===== config.mk =====
export PLATFORM = sky130hd
export DESIGN_NAME = urv_decode_sb
export DESIGN_NICKNAME = d
export VERILOG_FILES = /design/src/rtl/urv_decode_sb.sv
export SDC_FILE = /design/constraint.sdc
export NUM_CORES = 1
export LEC_CHECK = 0
export CAP_MARGIN = 20
export CORE_MARGIN = 4
export CORE_UTILIZATION = 49
export CTS_BUF_LIST = sky130_fd_sc_hd__clkbuf_16
export CTS_CLUSTER_DIAMETER = 100
export DETAILED_ROUTE_END_ITERATION = 7
export GPL_ROUTABILITY_DRIVEN = 0
export PLACE_DENSITY = 0.79
export SLEW_MARGIN = 10
export SYNTH_ARGS = -nofsm -noshare
export SYNTH_HDL_FRONTEND = slang
export SYNTH_SLANG_ARGS = --single-unit

===== constraint.sdc =====
create_clock -name clk_i -period 2.9 [get_ports clk_i]
set_clock_uncertainty 0.05 [all_clocks]
set_input_delay 0.58 -clock clk_i [delete_from_list [all_inputs] [get_ports clk_i]]
set_output_delay 0.58 -clock clk_i [all_outputs]
set_load 0.01 [all_outputs]

===== src/rtl/urv_decode_sb.sv =====
// urv_decode_sb - uRV decode stage with a parametrised latency scoreboard.
// Decodes RV32I(+M) words from fetch into registered execute-1 controls and
// inserts exactly as many bubbles as an in-flight producer's latency needs.
// Optional feature macro: URV_DECODE_DIV_EN (DIV/DIVU/REM/REMU decode as valid
// divider operations instead of undefined instructions).
// x_rd_source_o encoding: 0 ALU, 1 SHIFTER, 2 MULTIPLY, 3 CSR, 4 DIVIDE.
module urv_decode_sb #(
  parameter int LOAD_LAT   = 2,
  parameter int SHIFT_LAT  = 2,
  parameter int MUL_LAT    = 2,
  parameter int DIV_LAT    = 34,
  parameter int SB_ENTRIES = 4
) (
  input  logic        clk_i,
  input  logic        rst_n_i,
  input  logic        d_stall_i,
  input  logic        d_kill_i,
  output logic        d_stall_req_o,
  input  logic [31:0] f_ir_i,
  input  logic [31:0] f_pc_i,
  input  logic        f_valid_i,
  output logic [4:0]  rf_rs1_o,
  output logic [4:0]  rf_rs2_o,
  output logic        x_valid_o,
  output logic [31:0] x_pc_o,
  output logic [31:0] x_imm_o,
  output logic [4:0]  x_rs1_o,
  output logic [4:0]  x_rs2_o,
  output logic [4:0]  x_rd_o,
  output logic [4:0]  x_opcode_o,
  output logic [2:0]  x_fun_o,
  output logic        x_is_load_o,
  output logic        x_is_store_o,
  output logic        x_is_undef_o,
  output logic        x_is_div_o,
  output logic        x_rd_write_o,
  output logic [2:0]  x_rd_source_o
);

  // Opcodes as ir[6:2]
  localparam logic [4:0] OPC_LOAD   = 5'b00000;
  localparam logic [4:0] OPC_FENCE  = 5'b00011;
  localparam logic [4:0] OPC_OP_IMM = 5'b00100;
  localparam logic [4:0] OPC_AUIPC  = 5'b00101;
  localparam logic [4:0] OPC_STORE  = 5'b01000;
  localparam logic [4:0] OPC_OP     = 5'b01100;
  localparam logic [4:0] OPC_LUI    = 5'b01101;
  localparam logic [4:0] OPC_BRANCH = 5'b11000;
  localparam logic [4:0] OPC_JALR   = 5'b11001;
  localparam logic [4:0] OPC_JAL    = 5'b11011;
  localparam logic [4:0] OPC_SYSTEM = 5'b11100;

  localparam logic [2:0] FUN_ADD = 3'b000;

  localparam logic [2:0] RD_SOURCE_ALU      = 3'd0;
  localparam logic [2:0] RD_SOURCE_SHIFTER  = 3'd1;
  localparam logic [2:0] RD_SOURCE_MULTIPLY = 3'd2;
  localparam logic [2:0] RD_SOURCE_CSR      = 3'd3;
  localparam logic [2:0] RD_SOURCE_DIVIDE   = 3'd4;

  function automatic int max2(input int a, input int b);
    return (a > b) ? a : b;
  endfunction

`ifdef URV_DECODE_DIV_EN
  localparam int MAX_LAT = max2(max2(LOAD_LAT, SHIFT_LAT), max2(MUL_LAT, DIV_LAT));
`else
  localparam int MAX_LAT = max2(max2(LOAD_LAT, SHIFT_LAT), MUL_LAT);
`endif
  localparam int CNT_W = $clog2(MAX_LAT) + 1;

  // Countdown start values: an entry stays busy for L-1 edges after issue
  localparam logic [CNT_W-1:0] LOAD_INIT  = CNT_W'(LOAD_LAT - 1);
  localparam logic [CNT_W-1:0] SHIFT_INIT = CNT_W'(SHIFT_LAT - 1);
  localparam logic [CNT_W-1:0] MUL_INIT   = CNT_W'(MUL_LAT - 1);
  localparam logic [CNT_W-1:0] DIV_INIT   = CNT_W'(DIV_LAT - 1);

  // Raw fields of the word in D
  logic [4:0] d_opc, d_rs1, d_rs2, d_rd;
  logic [2:0] d_fun;
  assign d_opc = f_ir_i[6:2];
  assign d_rs1 = f_ir_i[19:15];
  assign d_rs2 = f_ir_i[24:20];
  assign d_rd  = f_ir_i[11:7];
  assign d_fun = f_ir_i[14:12];

  assign rf_rs1_o = d_rs1;
  assign rf_rs2_o = d_rs2;

  // Instruction classes
  logic d_is_m, d_div_enc, d_is_div, d_is_mul, d_is_shift;
  assign d_is_m     = (d_opc == OPC_OP) && f_ir_i[25];
  assign d_div_enc  = d_is_m && d_fun[2];
  assign d_is_mul   = d_is_m && !d_fun[2];
  assign d_is_shift = ((d_opc == OPC_OP) || (d_opc == OPC_OP_IMM)) && !d_is_m &&
                      ((d_fun == 3'b001) || (d_fun == 3'b101));
`ifdef URV_DECODE_DIV_EN
  assign d_is_div = d_div_enc;
`else
  assign d_is_div = 1'b0;
`endif

  logic [31:0]      d_imm;
  logic [2:0]       d_fun_x;
  logic [2:0]       d_rd_source;
  logic             d_rd_write;
  logic             d_is_undef;
  logic             d_known;
  logic             d_multi;
  logic [CNT_W-1:0] d_cnt_init;

  // Field decode: immediate, fun, rd write enable, result source, latency class
  always_comb begin
    // NOTE: every variable gets a default before any branch so no path leaves
    // it unassigned, which would otherwise infer a latch.
    d_imm       = {{20{f_ir_i[31]}}, f_ir_i[31:20]};
    d_fun_x     = d_fun;
    d_rd_source = RD_SOURCE_ALU;
    d_rd_write  = 1'b0;
    d_known     = 1'b1;
    d_multi     = 1'b0;
    d_cnt_init  = '0;

    case (d_opc)
      OPC_STORE:  d_imm = {{20{f_ir_i[31]}}, f_ir_i[31:25], f_ir_i[11:7]};
      OPC_BRANCH: d_imm = {{19{f_ir_i[31]}}, f_ir_i[31], f_ir_i[7], f_ir_i[30:25],
                           f_ir_i[11:8], 1'b0};
      OPC_LUI, OPC_AUIPC: d_imm = {f_ir_i[31:12], 12'b0};
      OPC_JAL:    d_imm = {{11{f_ir_i[31]}}, f_ir_i[31], f_ir_i[19:12], f_ir_i[20],
                           f_ir_i[30:21], 1'b0};
      default:    d_imm = {{20{f_ir_i[31]}}, f_ir_i[31:20]};
    endcase

    case (d_opc)
      OPC_JAL, OPC_JALR, OPC_LUI, OPC_AUIPC: d_fun_x = FUN_ADD;
      default: d_fun_x = d_fun;
    endcase

    case (d_opc)
      OPC_OP, OPC_OP_IMM, OPC_JAL, OPC_JALR, OPC_LUI, OPC_AUIPC, OPC_LOAD:
        d_rd_write = (d_rd != 5'd0);
      OPC_SYSTEM:
        d_rd_write = (d_fun != 3'b000) && (d_rd != 5'd0);
      default:
        d_rd_write = 1'b0;
    endcase

    case (d_opc)
      OPC_LOAD, OPC_FENCE, OPC_OP_IMM, OPC_AUIPC, OPC_STORE, OPC_OP,
      OPC_LUI, OPC_BRANCH, OPC_JALR, OPC_JAL, OPC_SYSTEM: d_known = 1'b1;
      default: d_known = 1'b0;
    endcase

    if (d_is_shift)       d_rd_source = RD_SOURCE_SHIFTER;
    else if (d_is_mul)    d_rd_source = RD_SOURCE_MULTIPLY;
    else if (d_is_div)    d_rd_source = RD_SOURCE_DIVIDE;
    else if (d_opc == OPC_SYSTEM) d_rd_source = RD_SOURCE_CSR;

    // Divide encodings without the divider are undefined and never write rd
    if (d_is_undef) d_rd_write = 1'b0;

    if (d_rd_write) begin
      if (d_opc == OPC_LOAD && LOAD_LAT > 1) begin
        d_multi = 1'b1; d_cnt_init = LOAD_INIT;
      end else if (d_is_shift && SHIFT_LAT > 1) begin
        d_multi = 1'b1; d_cnt_init = SHIFT_INIT;
      end else if (d_is_mul && MUL_LAT > 1) begin
        d_multi = 1'b1; d_cnt_init = MUL_INIT;
      end else if (d_is_div && DIV_LAT > 1) begin
        d_multi = 1'b1; d_cnt_init = DIV_INIT;
      end
    end
  end

  assign d_is_undef = !d_known || (f_ir_i[1:0] != 2'b11) || (d_div_enc && !d_is_div);

  // Scoreboard state
  logic [SB_ENTRIES-1:0] sb_busy;
  logic [4:0]            sb_rd  [SB_ENTRIES];
  logic [CNT_W-1:0]      sb_cnt [SB_ENTRIES];

  logic                  sb_raw, sb_full, hazard, take, alloc, alloc_found;
  logic [SB_ENTRIES-1:0] alloc_sel;

  // Source-operand match against every busy entry holding a non-zero rd
  always_comb begin
    sb_raw = 1'b0;
    for (int i = 0; i < SB_ENTRIES; i++) begin
      if (sb_busy[i] && (sb_rd[i] != 5'd0) &&
          ((sb_rd[i] == d_rs1) || (sb_rd[i] == d_rs2)))
        sb_raw = 1'b1;
    end
  end

  assign sb_full       = &sb_busy;
  assign hazard        = f_valid_i && !d_kill_i && (sb_raw || (sb_full && d_multi));
  assign take          = f_valid_i && !d_kill_i && !hazard;
  assign alloc         = take && d_multi && !d_stall_i;
  assign d_stall_req_o = hazard;

  // Lowest free entry; an entry freeing on this edge is still busy here, so
  // it only becomes allocatable on the following cycle
  always_comb begin
    alloc_sel   = '0;
    alloc_found = 1'b0;
    for (int i = 0; i < SB_ENTRIES; i++) begin
      if (!sb_busy[i] && !alloc_found) begin
        alloc_sel[i] = alloc;
        alloc_found  = 1'b1;
      end
    end
  end

  // Scoreboard: allocate on issue, count down busy entries, all frozen by d_stall_i
  always_ff @(posedge clk_i or negedge rst_n_i) begin
    if (!rst_n_i) begin
      // NOTE: these arrays are a handful of flops, not a RAM; they must be
      // reset because a stale busy bit would stall decode forever.
      for (int i = 0; i < SB_ENTRIES; i++) begin
        sb_busy[i] <= 1'b0;
        sb_rd[i]   <= 5'd0;
        sb_cnt[i]  <= '0;
      end
    end else if (!d_stall_i) begin
      for (int i = 0; i < SB_ENTRIES; i++) begin
        if (alloc_sel[i]) begin
          sb_busy[i] <= 1'b1;
          sb_rd[i]   <= d_rd;
          sb_cnt[i]  <= d_cnt_init;
        end else if (sb_busy[i] && (sb_cnt[i] != '0)) begin
          sb_cnt[i] <= sb_cnt[i] - 1'b1;
          if (sb_cnt[i] == CNT_W'(1)) sb_busy[i] <= 1'b0;
        end
      end
    end
  end

  // D->X pipeline register; a hazard or kill loads a bubble
  always_ff @(posedge clk_i or negedge rst_n_i) begin
    // NOTE: sequential state uses non-blocking assignments so every flop
    // samples pre-edge values regardless of statement order.
    if (!rst_n_i) begin
      x_valid_o     <= 1'b0;
      x_pc_o        <= '0;
      x_imm_o       <= '0;
      x_rs1_o       <= '0;
      x_rs2_o       <= '0;
      x_rd_o        <= '0;
      x_opcode_o    <= '0;
      x_fun_o       <= '0;
      x_is_load_o   <= 1'b0;
      x_is_store_o  <= 1'b0;
      x_is_undef_o  <= 1'b0;
      x_is_div_o    <= 1'b0;
      x_rd_write_o  <= 1'b0;
      x_rd_source_o <= '0;
    end else if (!d_stall_i) begin
      x_valid_o     <= take;
      x_pc_o        <= f_pc_i;
      x_imm_o       <= d_imm;
      x_rs1_o       <= d_rs1;
      x_rs2_o       <= d_rs2;
      x_rd_o        <= d_rd;
      x_opcode_o    <= d_opc;
      x_fun_o       <= d_fun_x;
      x_is_load_o   <= take && (d_opc == OPC_LOAD);
      x_is_store_o  <= take && (d_opc == OPC_STORE);
      x_is_undef_o  <= d_is_undef;
      x_is_div_o    <= take && d_is_div;
      x_rd_write_o  <= take && d_rd_write;
      x_rd_source_o <= d_rd_source;
    end
  end

endmodule


Word level (Yosys, flattened, before mapping)

Memories as Yosys holds them, arrays and structs flattened.
Cells that the tools add are included.

Register bits: 127
Bits in read-only memories: 32
Input bits: 69
Output and inout bits: 107
Logic and storage cells: 186
Memories: 1

Memories:

| memory           | depth | bits a word | rd ports | clocked after memory_dff | write ports | RTL line | text |
|---|---|---|---|---|---|---|---|
| (name not given) | 32    | 1           | 1        | 0                        | 0           | 148      | `case (d_opc)` |

Add/sub/neg operators: 4
Equality and inequality tests: 24
Multiplexer cells: 46
Bitwise operators: 1
Reductions and logical operators: 85

Operators by type and width:

| kind                                                               | count |
|---|---|
| 31-bit one-hot mux with 4 select lines                             | 1 |
| 5-bit == test                                                      | 8 |
| 1-bit 2-to-1 mux                                                   | 32 |
| 1-bit logical AND                                                  | 30 |
| 5-bit nonzero test                                                 | 5 |
| 2-bit nonzero test                                                 | 12 |
| 2-bit 2-to-1 mux                                                   | 11 |
| 5-bit == test, second input constant                               | 4 |
| 2-bit AND reduction                                                | 8 |
| 5-bit by 4-bit == test with 1-bit output, second input constant    | 3 |
| 3-bit AND reduction                                                | 4 |
| 1-bit zero test                                                    | 11 |
| 5-bit by 3-bit == test with 1-bit output, second input constant    | 2 |
| 1-bit logical OR                                                   | 9 |
| 2-bit by 1-bit == test with 1-bit output, second input constant    | 4 |
| 2-bit by 1-bit subtractor with 2-bit output, second input constant | 4 |
| 7-bit OR reduction                                                 | 1 |
| 5-bit zero test                                                    | 1 |
| 4-bit AND reduction                                                | 1 |
| 4-bit OR reduction                                                 | 1 |
| 3-bit by 1-bit == test with 1-bit output, second input constant    | 1 |
| 3-bit == test, second input constant                               | 1 |
| 3-bit 2-to-1 mux                                                   | 1 |
| 3-bit nonzero test                                                 | 1 |
| other kinds (4)                                                    | 4 |

Depth between registers and ports, before layout

Depth in word-level cells: 18
Depth in mapped cells: 8
Gate-level depth less buffers: 8

Worst setup path before layout

OpenSTA, ideal clock, no wires.

Path kind: in2out
From: in f_ir_i[2]
To: out d_stall_req_o
Arrival: 2.103 ns
Required time: 2.270 ns
Setup slack: 0.167 ns
Stages on the path: 8
Cells stage by stage: inv_1 > ha_1 > and2b_1 > a2111oi_2 > o31ai_4 > nor2_8 > nand2_1 > a21oi_1

Cells in the longest elaborated chain, start to end: 11

RTL lines:

| what                                                                      | RTL line | text |
|---|---|---|
| start, declared                                                           | 19       | `input logic [31:0] f_ir_i,` |
| parallel branches: the longest is 7 deep, another holds memory 32 x 1 bit | -        |  |
| 1-bit 2-to-1 mux (*)                                                      | 162      | `if (d_rd_write) begin` |
| 1-bit logical AND (*)                                                     | 196      | `assign hazard = f_valid_i && !d_kill_i && (sb_raw \|\| (sb_full && d_multi));` |
| 1-bit logical OR (*)                                                      | 196      |  |
| 1-bit logical AND (*)                                                     | 196      |  |
| end, declared                                                             | 18       | `output logic d_stall_req_o,` |

Every way passes the cells marked *.

Worst setup path in the final report

From: in f_ir_i[24]
To: out d_stall_req_o

Cells in the longest elaborated chain, start to end: 9

RTL lines:

| what                           | RTL line | text |
|---|---|---|
| 5-bit == test                  | 190      | `((sb_rd[i] == d_rs1) \|\| (sb_rd[i] == d_rs2)))` |
| 1-bit logical OR               | 190      |  |
| 1-bit logical AND              | 189      | `if (sb_busy[i] && (sb_rd[i] != 5'd0) &&` |
| 1-bit 2-to-1 mux (3 in series) | 189      |  |
| 1-bit 2-to-1 mux (*)           | 189      |  |
| 1-bit logical OR (*)           | 196      |  |
| 1-bit logical AND (*)          | 196      |  |

Mark *: on every way between the ends. The rest lies on a longest branch, timed or not.

==> results.toml <==
[drt]
wl_um = 17100
drtPass1Iterations = 5
vias = 5100
drtIter0Drc = 265
ant_nets = 0
post-route-drc-count = 0
wire_per_inst_um = 17.8
vias_per_cell = 5.31

[critical_path]
r2r-end = "sb_rd[7]$_DFFE_PN0P_"
startpoint_type = "input port"
cp.arrival_ps = 2210
required_ps = 2270
worstSetupEndpointType = "primary output"
crit-reg2reg-launch = "sb_rd[7]$_DFFE_PN0P_"
r2r_setup_slack_ps = 610
critical_path_class = "in2out"
path_max_fanout = 6
reg2regPathDepth = 6

[cells_and_area]
finalNetCount = 856
utilization = 0.736
final_cells = 961
syn_to_final_growth_pct = 45.8
drive_gt1_frac = 0.283
diodes = 0
fillers = 850

[synthesis]
yosysUniqueCellTypes = 61
yosys.area.top_type = "dfrtp_1"
async_reset_ff_frac = 1.00
syn_area_per_cell_um2 = 11.5
seq_area_frac_synth = 0.489
synth_top_area_frac = 0.489
synth_seq_cells = 126
netlist_instances = 561
yosys_warnings = 0
synth.cell_area_mm2 = 0.00645
synth_edf_count = 0
synthTopCellsByArea = "dfrtp_1 49%, mux2_2 9.4%, xor2_1 5.4%, mux2_4 4.7%, nand2_1 3.8%"
yosysMostFrequentCell = "dfrtp_1"
ys.flop_type = "dfrtp_1"
ys_top_cells_by_count = "126 x dfrtp_1, 65 x nand2_1, 54 x mux2_2"

[power]
ir_worst_vdd_mv = 0.480
leakagePower_nw = 4.22
p_per_area_mw_per_mm2 = 537

[timing]
finalCriticalPeriod_ps = 2840
hold_viol_final = 0
whs_ps = 128
tightest_slew_ps = 645
grt_setup_unrepaired = "no"
fin_ws_ps = 56.5
slew-limit-headroom = 0.569
setup_violations = 0
post-route-period-util = 0.981
setup_tns_ps = 0
fmax_mhz = 352
drv_slew = 0

[placed_design]
numPortBuffers = 173
dp_cells = 926
hpwlAfterDp_um = 12200
dp_slack_ps = -819

[global_route]
grt_use_total = 0.239
grt_max_degree = 151
overflow = 0
antenna_found_initial = 0
grt_pass1_wl_um = 27800
grt_pass1_vias = 5491

[floorplanning]
die_x_um = 123
die-area_mm2 = 0.0151
pin_count = 176
initial_core_util = 0.505
rows = 41
die_h_um = 123
core_area_mm2 = 0.0128

[cts]
cts_buffer_depth = 2
cts_buffers = 17
clock_latency_ps = 420
cts_root_buffer = "clkbuf_16"
cts.sinks = 126
htree_levels = 4
clk_pin_slew_ps = 60
cts_tree = "yes"
holdBufCountCts = 0

[run]
maxCapViolations = 0

[hold_path]
worst_hold_path_type = "in2async"

[run_status]
status = "finished clean"
-- final cells by class --
| type | instances | area [µm²] | share of cell area |
|---|---|---|---|
| tap | 172 | 215 | 0.0229 |
| multi-input combinational | 370 | 3070 | 0.326 |
| inverter | 17 | 63.8 | 0.00679 |
| clock buffer | 17 | 425 | 0.0452 |
| timing repair buffer | 244 | 2300 | 0.245 |
| sequential | 126 | 3150 | 0.335 |
| clock inverter | 15 | 173 | 0.0184 |
-- stage by stage --
stage,power [mW],cell area (µm²)
floorplan,2.39,6450
global route,5.26,9400
finish,5.05,9400
CTS,5.08,9370
global placement,2.90,8650
detailed placement,2.93,8650
-- layer usage --
| layer | global-route usage | part of all wire |
|---|---|---|
| met5 | 0 | 0 |
| met4 | 0.0994 | 0.019 |
| met3 | 0.0899 | 0.091 |
| met2 | 0.383 | 0.49 |
| met1 | 0.290 | 0.40 |
-- logic make-up (layout without fill, tap and decap cells) --
family	count (synthesis)	after routing	share of synthesized area
flops	126	126	0.489
mux	75	75	0.142
other cells	1	2	0.000582
simple gates	134	134	0.121
xor+xnor	40	40	0.0543
buf+inv	66	293	0.0536
compound gates	108	108	0.118
fa+ha+maj	11	11	0.0214
-- flip-flops by register name, summed over array words and instances, names as in the netlist, 3 cells and up --
| signal | cells |
|---|---|
| sb_cnt | 8 |
| x_rs1_o | 5 |
| x_pc_o | 32 |
| sb_busy | 4 |
| x_imm_o | 32 |
| x_rd_o | 5 |
| x_opcode_o | 5 |
| sb_rd | 20 |
| x_fun_o | 3 |
| x_rs2_o | 5 |
-- cells in the final DEF (no fill, tap or decap), types with 4 or more instances in the layout --
| cell type | count |
|---|---|
| clkinvlp_4 | 6 |
| dfrtp_1 | 126 |
| o21ai_0 | 38 |
| buf_6 | 8 |
| nor3_2 | 5 |
| a21oi_1 | 22 |
| nor3_1 | 10 |
| and2_1 | 4 |
| inv_1 | 14 |
| clkdlybuf4s50_1 | 153 |
| xor2_1 | 37 |
| ha_1 | 10 |
| clkbuf_16 | 17 |
| mux2_4 | 20 |
| mux2_2 | 54 |
| nor2_1 | 13 |
| buf_4 | 63 |
| nand4_4 | 4 |
| or4_1 | 4 |
| nand2_1 | 63 |
| a31o_2 | 4 |
| o31ai_1 | 9 |
| nand2b_1 | 8 |
| dlygate4sd2_1 | 13 |
| dlymetal6s2s_1 | 4 |
| a22oi_1 | 7 |
-- power by group --
group / internal, mW / switching, mW
logic: 0.517 / 0.413
registers: 1.90 / 0.0859
clock network: 1.34 / 0.788
-- what timing repair did --
item / 4_1_cts / 5_1_grt
endpoints found under the hold margin: 0 / 0
setup endpoints to repair: 1 / 1
buffers inserted: 3 / 0
gates resized for setup: 42 / 8
pin swaps: 17 / 9
-- how the worst max path moves through the flow --
stage	start	end	cells past startpoint
after CTS	f_ir_i[21]	d_stall_req_o	9
after global routing	f_ir_i[11]	d_stall_req_o	7
final	f_ir_i[24]	d_stall_req_o	9
after global placement	f_ir_i[2]	d_stall_req_o	10
after floorplan	f_ir_i[2]	d_stall_req_o	8
after detailed placement	f_ir_i[2]	d_stall_req_o	10
-- critical path: stages --
cell           delay (ps)
dlygate4sd2_1         240
buf_6                 140
xor2_2                180
nor3_2                230
a22oi_2               110
o22a_2                270
and2_4                180
a21oi_2               120
buf_2                 150
Note: power is estimated with default switching activity, not from simulation.
